<file path="config.mk">
export PLATFORM = sky130hd
export DESIGN_NAME = ec_fpn_addsub_mod
export DESIGN_NICKNAME = d
export VERILOG_FILES = /design/src/rtl/ec_fpn_addsub_mod.sv
export SDC_FILE = /design/constraint.sdc
export NUM_CORES = 1
export LEC_CHECK = 0
export ABC_AREA = 1
export CORE_MARGIN = 1.5
export CORE_UTILIZATION = 55
export DETAILED_ROUTE_END_ITERATION = 12
export GPL_TIMING_DRIVEN = 0
export PLACE_DENSITY = 0.72
export SYNTH_ARGS = -nofsm -noshare
export SYNTH_HDL_FRONTEND = slang
export SYNTH_SLANG_ARGS = --single-unit
</file>
<file path="constraint.sdc">
create_clock -name i_clk -period 8.91 [get_ports i_clk]
set_clock_uncertainty 0.2 [all_clocks]
set_input_delay 0.891 -clock i_clk [delete_from_list [all_inputs] [get_ports i_clk]]
set_output_delay 0.891 -clock i_clk [all_outputs]
set_load 0.03 [all_outputs]
</file>
<file path="src/rtl/ec_fpn_addsub_mod.sv">
// ec_fpn_addsub_mod -- streaming modular adder / subtractor, (a +/- b) mod P.
//
// Operands arrive least-significant word first, ARITH_BITS per beat, with
// a and b packed side by side. Every word is run through two carry chains:
// the raw sum/difference (s) and the reduced candidate (d). Both are
// buffered, and the choice between them is made once the final carry and
// borrow are known. The selected buffer is then streamed out.
//
// Ports (i_if_* / o_if_* are the flattened if_axi_stream sink / source):
//   i_clk, i_rst    clock, synchronous active-high reset
//   i_if_dat        [ARITH_BITS-1:0] = a word, [2*ARITH_BITS-1:ARITH_BITS] = b word
//   i_if_val/sop/eop/ctl, i_if_rdy   operand stream handshake and framing
//   o_if_dat        result word
//   o_if_val/sop/eop/err/ctl, o_if_rdy  result stream handshake and framing
//
// Optional build macro EC_FPN_ADDSUB_RANGE_CHK_EN: adds per-word a < P and
// b < P compare chains; an out-of-range operand raises err on the eop beat.
module ec_fpn_addsub_mod #(
    parameter int              BITS       = 256,
    parameter int              ARITH_BITS = 64,
    parameter logic [BITS-1:0] P          = '0,
    parameter int              IS_SUB     = 0,
    parameter int              CTL_BITS   = 8
) (
    input  logic                    i_clk,
    input  logic                    i_rst,
    input  logic [2*ARITH_BITS-1:0] i_if_dat,
    input  logic                    i_if_val,
    input  logic                    i_if_sop,
    input  logic                    i_if_eop,
    input  logic [CTL_BITS-1:0]     i_if_ctl,
    output logic                    i_if_rdy,
    output logic [ARITH_BITS-1:0]   o_if_dat,
    output logic                    o_if_val,
    output logic                    o_if_sop,
    output logic                    o_if_eop,
    output logic                    o_if_err,
    output logic [CTL_BITS-1:0]     o_if_ctl,
    input  logic                    o_if_rdy
);

    localparam int DIV = BITS / ARITH_BITS;
    localparam int IW  = (DIV > 1) ? $clog2(DIV) : 1;

    typedef logic [IW-1:0]         idx_t;
    typedef logic [ARITH_BITS-1:0] word_t;
    typedef enum logic [0:0] {COLLECT, DRAIN} state_t;

    localparam idx_t LAST = idx_t'(DIV - 1);

    state_t            state_q, state_d;
    idx_t              cnt_q, cnt_d;
    idx_t              last_q, last_d;
    idx_t              rd_q, rd_d;
    logic              c_q, c_d;
    logic              bw_q, bw_d;
    logic              sel_q, sel_d;
    logic              err_q, err_d;
    logic [CTL_BITS-1:0] ctl_q, ctl_d;
    word_t             s_buf_q [DIV];
    word_t             s_buf_d [DIV];
    word_t             d_buf_q [DIV];
    word_t             d_buf_d [DIV];
`ifdef EC_FPN_ADDSUB_RANGE_CHK_EN
    logic              ra_q, ra_d;
    logic              rb_q, rb_d;
`endif

    idx_t              idx;
    logic              cin, bin;
    word_t             a_w, b_w, p_w, s_w, d_w;
    logic [ARITH_BITS:0] x1, x2;
    logic              c_n, bw_n, use_d, final_beat, rng_err;

    always_comb begin
        state_d   = state_q;
        cnt_d     = cnt_q;
        last_d    = last_q;
        rd_d      = rd_q;
        c_d       = c_q;
        bw_d      = bw_q;
        sel_d     = sel_q;
        err_d     = err_q;
        ctl_d     = ctl_q;
        s_buf_d   = s_buf_q;
        d_buf_d   = d_buf_q;

        o_if_val  = 1'b0;
        o_if_sop  = 1'b0;
        o_if_eop  = 1'b0;
        o_if_err  = 1'b0;
        o_if_dat  = '0;
        o_if_ctl  = '0;
        i_if_rdy  = (state_q == COLLECT) && !i_rst;

        // A sop beat restarts the operation: word 0, chains cleared.
        idx = i_if_sop ? '0 : cnt_q;
        cin = i_if_sop ? 1'b0 : c_q;
        bin = i_if_sop ? 1'b0 : bw_q;
        a_w = i_if_dat[0 +: ARITH_BITS];
        b_w = i_if_dat[ARITH_BITS +: ARITH_BITS];
        p_w = '0;
        for (int unsigned k = 0; k < DIV; k++) begin
            if (idx == idx_t'(k)) p_w = P[k*ARITH_BITS +: ARITH_BITS];
        end

        if (IS_SUB == 0) begin
            x1    = {1'b0, a_w} + {1'b0, b_w} + {{ARITH_BITS{1'b0}}, cin};
            s_w   = x1[ARITH_BITS-1:0];
            c_n   = x1[ARITH_BITS];
            x2    = {1'b0, s_w} - {1'b0, p_w} - {{ARITH_BITS{1'b0}}, bin};
            d_w   = x2[ARITH_BITS-1:0];
            bw_n  = x2[ARITH_BITS];
            // Carry out means a+b >= 2^BITS > P; no final borrow means s >= P.
            use_d = c_n || !bw_n;
        end else begin
            x1    = {1'b0, a_w} - {1'b0, b_w} - {{ARITH_BITS{1'b0}}, bin};
            s_w   = x1[ARITH_BITS-1:0];
            bw_n  = x1[ARITH_BITS];
            x2    = {1'b0, s_w} + {1'b0, p_w} + {{ARITH_BITS{1'b0}}, cin};
            d_w   = x2[ARITH_BITS-1:0];
            c_n   = x2[ARITH_BITS];
            use_d = bw_n;
        end

`ifdef EC_FPN_ADDSUB_RANGE_CHK_EN
        ra_d    = ra_q;
        rb_d    = rb_q;
        // Borrow-out of x - P, chained per word: set when x < P so far.
        rng_err = !((a_w < p_w) || ((a_w == p_w) && (i_if_sop ? 1'b0 : ra_q))) ||
                  !((b_w < p_w) || ((b_w == p_w) && (i_if_sop ? 1'b0 : rb_q)));
`else
        rng_err = 1'b0;
`endif

        final_beat = i_if_eop || (idx == LAST);

        case (state_q)
            COLLECT: begin
                if (i_if_val && i_if_rdy) begin
                    s_buf_d[idx] = s_w;
                    d_buf_d[idx] = d_w;
                    c_d          = c_n;
                    bw_d         = bw_n;
`ifdef EC_FPN_ADDSUB_RANGE_CHK_EN
                    ra_d = (a_w < p_w) || ((a_w == p_w) && (i_if_sop ? 1'b0 : ra_q));
                    rb_d = (b_w < p_w) || ((b_w == p_w) && (i_if_sop ? 1'b0 : rb_q));
`endif
                    if (i_if_sop) ctl_d = i_if_ctl;
                    if (final_beat) begin
                        state_d = DRAIN;
                        sel_d   = use_d;
                        last_d  = idx;
                        err_d   = (idx != LAST) || rng_err;
                        rd_d    = '0;
                    end else begin
                        cnt_d   = idx + idx_t'(1);
                    end
                end
            end
            DRAIN: begin
                o_if_val = 1'b1;
                o_if_sop = (rd_q == '0);
                o_if_eop = (rd_q == LAST);
                o_if_err = (rd_q == LAST) && err_q;
                o_if_ctl = ctl_q;
                // Words past a short operation were never loaded and read as 0.
                if (rd_q <= last_q) o_if_dat = sel_q ? d_buf_q[rd_q] : s_buf_q[rd_q];
                if (o_if_rdy) begin
                    if (rd_q == LAST) begin
                        state_d = COLLECT;
                        cnt_d   = '0;
                        c_d     = 1'b0;
                        bw_d    = 1'b0;
`ifdef EC_FPN_ADDSUB_RANGE_CHK_EN
                        ra_d    = 1'b0;
                        rb_d    = 1'b0;
`endif
                    end else begin
                        rd_d = rd_q + idx_t'(1);
                    end
                end
            end
            default: state_d = COLLECT;
        endcase
    end

    always_ff @(posedge i_clk) begin
        if (i_rst) begin
            state_q <= COLLECT;
            cnt_q   <= '0;
            last_q  <= '0;
            rd_q    <= '0;
            c_q     <= 1'b0;
            bw_q    <= 1'b0;
            sel_q   <= 1'b0;
            err_q   <= 1'b0;
            ctl_q   <= '0;
            for (int unsigned k = 0; k < DIV; k++) begin
                s_buf_q[k] <= '0;
                d_buf_q[k] <= '0;
            end
`ifdef EC_FPN_ADDSUB_RANGE_CHK_EN
            ra_q    <= 1'b0;
            rb_q    <= 1'b0;
`endif
        end else begin
            state_q <= state_d;
            cnt_q   <= cnt_d;
            last_q  <= last_d;
            rd_q    <= rd_d;
            c_q     <= c_d;
            bw_q    <= bw_d;
            sel_q   <= sel_d;
            err_q   <= err_d;
            ctl_q   <= ctl_d;
            s_buf_q <= s_buf_d;
            d_buf_q <= d_buf_d;
`ifdef EC_FPN_ADDSUB_RANGE_CHK_EN
            ra_q    <= ra_d;
            rb_q    <= rb_d;
`endif
        end
    end

endmodule

</file>
==> reports/qor.txt, run 1 <==
P_sw - 2.26 mW
Final Util - 64.6%
CTS Hold Buffers Added - 0
Core area - 0.0580 mm²
Setup TNS Final - 0 ns
Max transition margin - -5.21%
Total GRT Usage - 43.4%
Average wire per standard cell - 21.3 µm
Comb pwr share - 24.9%
Crit. End Element - output port
Critical path depth - 10
Clock power share - 37.4%
Total die area - 0.0605 mm²
Die Ht - 246 µm
N_diodes - 0
Reg clk slew, reported paths - 0.06 ns
Distinct cells, synth - 44
Clock root cell - clkbuf_16
Crit Reg-Reg Endpoint - d_buf_q[245]
Worst Hold Depth - 2
WHS - 0.255 ns
Crit start category - flop
CP cell instances - clkinv_1 -> clkbuf_1 -> clkbuf_1 -> ha_1 -> nor2_1 -> o21ai_0 -> nand2_1 -> clkbuf_1 -> nor3_1 -> clkdlybuf4s50_1
Syn avg cell area - 6.22 µm²
Max incr delay on CP - 0.80 ns
Iteration-0 DRC Markers - 4290
Worst vdd ir - 172 µV
Synthesis-to-finish area growth - 15.4%
Grt ovf - 0
Final period util - 75.1%
Nets - 5708
CP top delay family - buffers and inverters
Worst EP required - 7.82 ns
Crit path DAT - 5.60 ns
Worst Setup SP - rd_q[0]
Syn nets - 5434
CTS tree - done
Post-CTS Resized - 0
Site Rows - 88
Dpl cells - 6200
Post-synthesis sequential area ratio - 32.8%
H-Tree Depth - 2
Register area - 0.0106 mm²
Area leader, netlist - dfxtp_1
IO Pins - 219
Reg power frac - 37.8%
Dpl cell area - 0.0356 mm²
R2R cell count - 20
Worst Tran Pin Value - 1.58 ns
Worst r2r src - c_q
Final WL - 134 mm
Vias in the first global route - 32700
Mapped cell area - 0.0324 mm²
R2R Setup Slk - 3.63 ns
Max-Cap Viols - 1
Detailed Routing Iterations Pass 1 - 9
Antenna-violating nets left - 0
Initial Util - 55.9%
Worst Path Buf+Inv - 5
Largest net degree at the start of global routing - 15
Hold Vio Cnt, Final - 0
Routability congestion estimate - 1.03
Tmin final - 6.69 ns
Fin cells - 6300
Setup WS pre-CTS - 2.80 ns
Fraction of registers with async set/reset - 0%
Crit-path max FO - 11
Antenna violations before repair - 7
Footprint of the multi-input gates - 0.0168 mm²
Area contributors post-synth - dfxtp_1 (33%), nand2_1 (13%), inv_1 (12%)
Count leader, synth - nand2_1
CTS sink cnt - 531
Via count - 36200
Final setup viols - 0
Number of synthesized flops with an enable pin - 0
Pwr Total - 6.52 mW
Final Max Slew Viols - 11
Synth top area share - 32.8%
Final Instance Area - 0.0375 mm²
Clock buffer count from CTS - 54
Kind of critical path - flop to output port
I/O Buffers - 217
CP most frequent cell - clkbuf_1
Slowest cell on crit path - clkdlybuf4s50_1
Top_reg_cell synth - dfxtp_1
Die width - 246 µm
Clk buf depth - 3
Min setup slack post-route - 2.22 ns
Int Pwr - 4.26 mW
Hold Path Class - flop to flop
Worst Setup EP - o_if_dat[36]
RSZ-0062 raised after global routing - no
Cells after Synth - 5217
Drt drc - 0
Yosys warns - 0
DP HPWL - 104 mm
Vias per inst - 5.74
Yosys reg bits - 531
Synth top cells by count - nand2_1 (1150), inv_1 (1046), a21oi_1 (597)
Fmax - 149 MHz
Post-CTS setup buffer count - 0
Sw frac - 34.6%
Power density over cell area - 174 mW/mm²
Insertion delay to the later sink of the worst-skew pair - 0.63 ns
First-pass GRT wire length - 197 mm
Status - finished with violations
Share of layout cells above drive strength 1 - 5.33%
Leakage power - 18.0 nW
Failing checks - capacitance limit, slew limit
Fillers - 5664
-- power by group through the flow --
stage / combinational, mW / sequential (mW) / clock [mW]
after global placement: 1.53 / 2.51 / 0
final: 1.62 / 2.46 / 2.44
after CTS: 1.55 / 2.46 / 2.42
after floorplan: 0.944 / 2.50 / 0
after global routing: 1.73 / 2.47 / 2.51
after detailed placement: 1.54 / 2.51 / 0
-- how the worst min path moves through the flow --
| stage | startpoint | end | slack, ns |
|---|---|---|---|
| finish | d_buf_q[64] | d_buf_q[64] | 0.26 |
| global route | d_buf_q[128] | d_buf_q[128] | 0.26 |
| CTS | d_buf_q[128] | d_buf_q[128] | 0.26 |
| detailed placement | d_buf_q[44] | d_buf_q[44] | 0.24 |
| global placement | d_buf_q[63] | d_buf_q[63] | 0.24 |
| floorplan | d_buf_q[128] | d_buf_q[128] | 0.22 |
-- routing by layer --
| layer | wire length [µm] | global-route usage [%] | vias up | part of all wire (%) |
|---|---|---|---|---|
| li1 | - | - | 17100 | - |
| met1 | 50400 | 54.1 | 16400 | 38 |
| met2 | 58500 | 68.8 | 2145 | 44 |
| met3 | 15900 | 8.77 | 456 | 12 |
| met4 | 9350 | 26.5 | 6 | 7.0 |
| met5 | 46 | 0 | - | 0.034 |
-- kinds of logic after synthesis --
family,synth area share (%)
AND/OR/NAND/NOR,24.7
AO/OA/AOI/OAI,23.3
buffers and inverters,15.5
flip-flops,32.8
adder cells (fa/ha/maj),2.94
XOR/XNOR,0.794
-- state kept, by name (all words and copies together), names as in the netlist --
name / flops
sel_q: 1
s_buf_q: 256
bw_q: 1
d_buf_q: 256
rd_q: 2
state_q: 1
err_q: 1
cnt_q: 2
c_q: 1
last_q: 2
ctl_q: 8
-- worst min-delay path, stage by stage, from the launching register on --
cell and delay, ns:
dfxtp_1 0.29, inv_1 0.06, a21oi_1 0.05
-- cell type report --
class,instances,share of cell area (%)
flip-flops and latches,531,28.4
plain buffers,259,2.61
inverters,1080,10.8
repair buffers,218,5.82
multi-input cells,3347,44.8
clock inverters,20,0.708
well taps,765,2.56
clock buffers,80,4.30
-- placed cells by master, fill, tap and decap left out, types with 4 or more instances in the layout --
cell / synthesis / final
ha_1: 73 / 73
o21bai_1: 11 / 11
a211oi_1: 66 / 66
a21oi_1: 597 / 597
clkdlybuf4s50_1: 0 / 217
o21ai_1: 15 / 15
clkbuf_8: 0 / 14
inv_2: 27 / 27
clkbuf_1: 227 / 238
xor2_1: 22 / 22
nor3_1: 94 / 94
o221a_2: 10 / 10
nand2_1: 1150 / 1150
o21a_1: 13 / 13
nand4_1: 35 / 35
clkinv_2: 0 / 7
nor2_2: 45 / 45
buf_1: 29 / 29
o22ai_1: 82 / 82
xor2_2: 4 / 4
nand3b_1: 5 / 5
nand3_1: 170 / 170
clkbuf_16: 0 / 55
nor2_4: 15 / 15
bufinv_16: 0 / 5
a22o_1: 6 / 6
o21ai_0: 504 / 504
dfxtp_1: 531 / 531
a21oi_2: 4 / 4
nand3_2: 21 / 21
nor2_1: 239 / 239
o211ai_1: 75 / 75
nand2_2: 71 / 71
clkinv_1: 7 / 7
inv_1: 1046 / 1046
Note: power is estimated with default switching activity, not from simulation.
==> inputs of run 2 (changes only) <==
clock period = 6.7 ns   (was 8.91 ns; I/O delays follow)
==> results of run 2 <==
The final DEF is identical to that of run 1. Status: finished with violations: capacitance limit, slew limit.
Main changes from that run: setup slack after placement 2.80 ns -> 0.816 ns; setup slack after layout 2.22 ns -> 0.228 ns; register-to-register setup slack 3.63 ns -> 1.42 ns; total power 6.52 mW -> 8.68 mW; worst IR drop on VDD 172 µV -> 229 µV
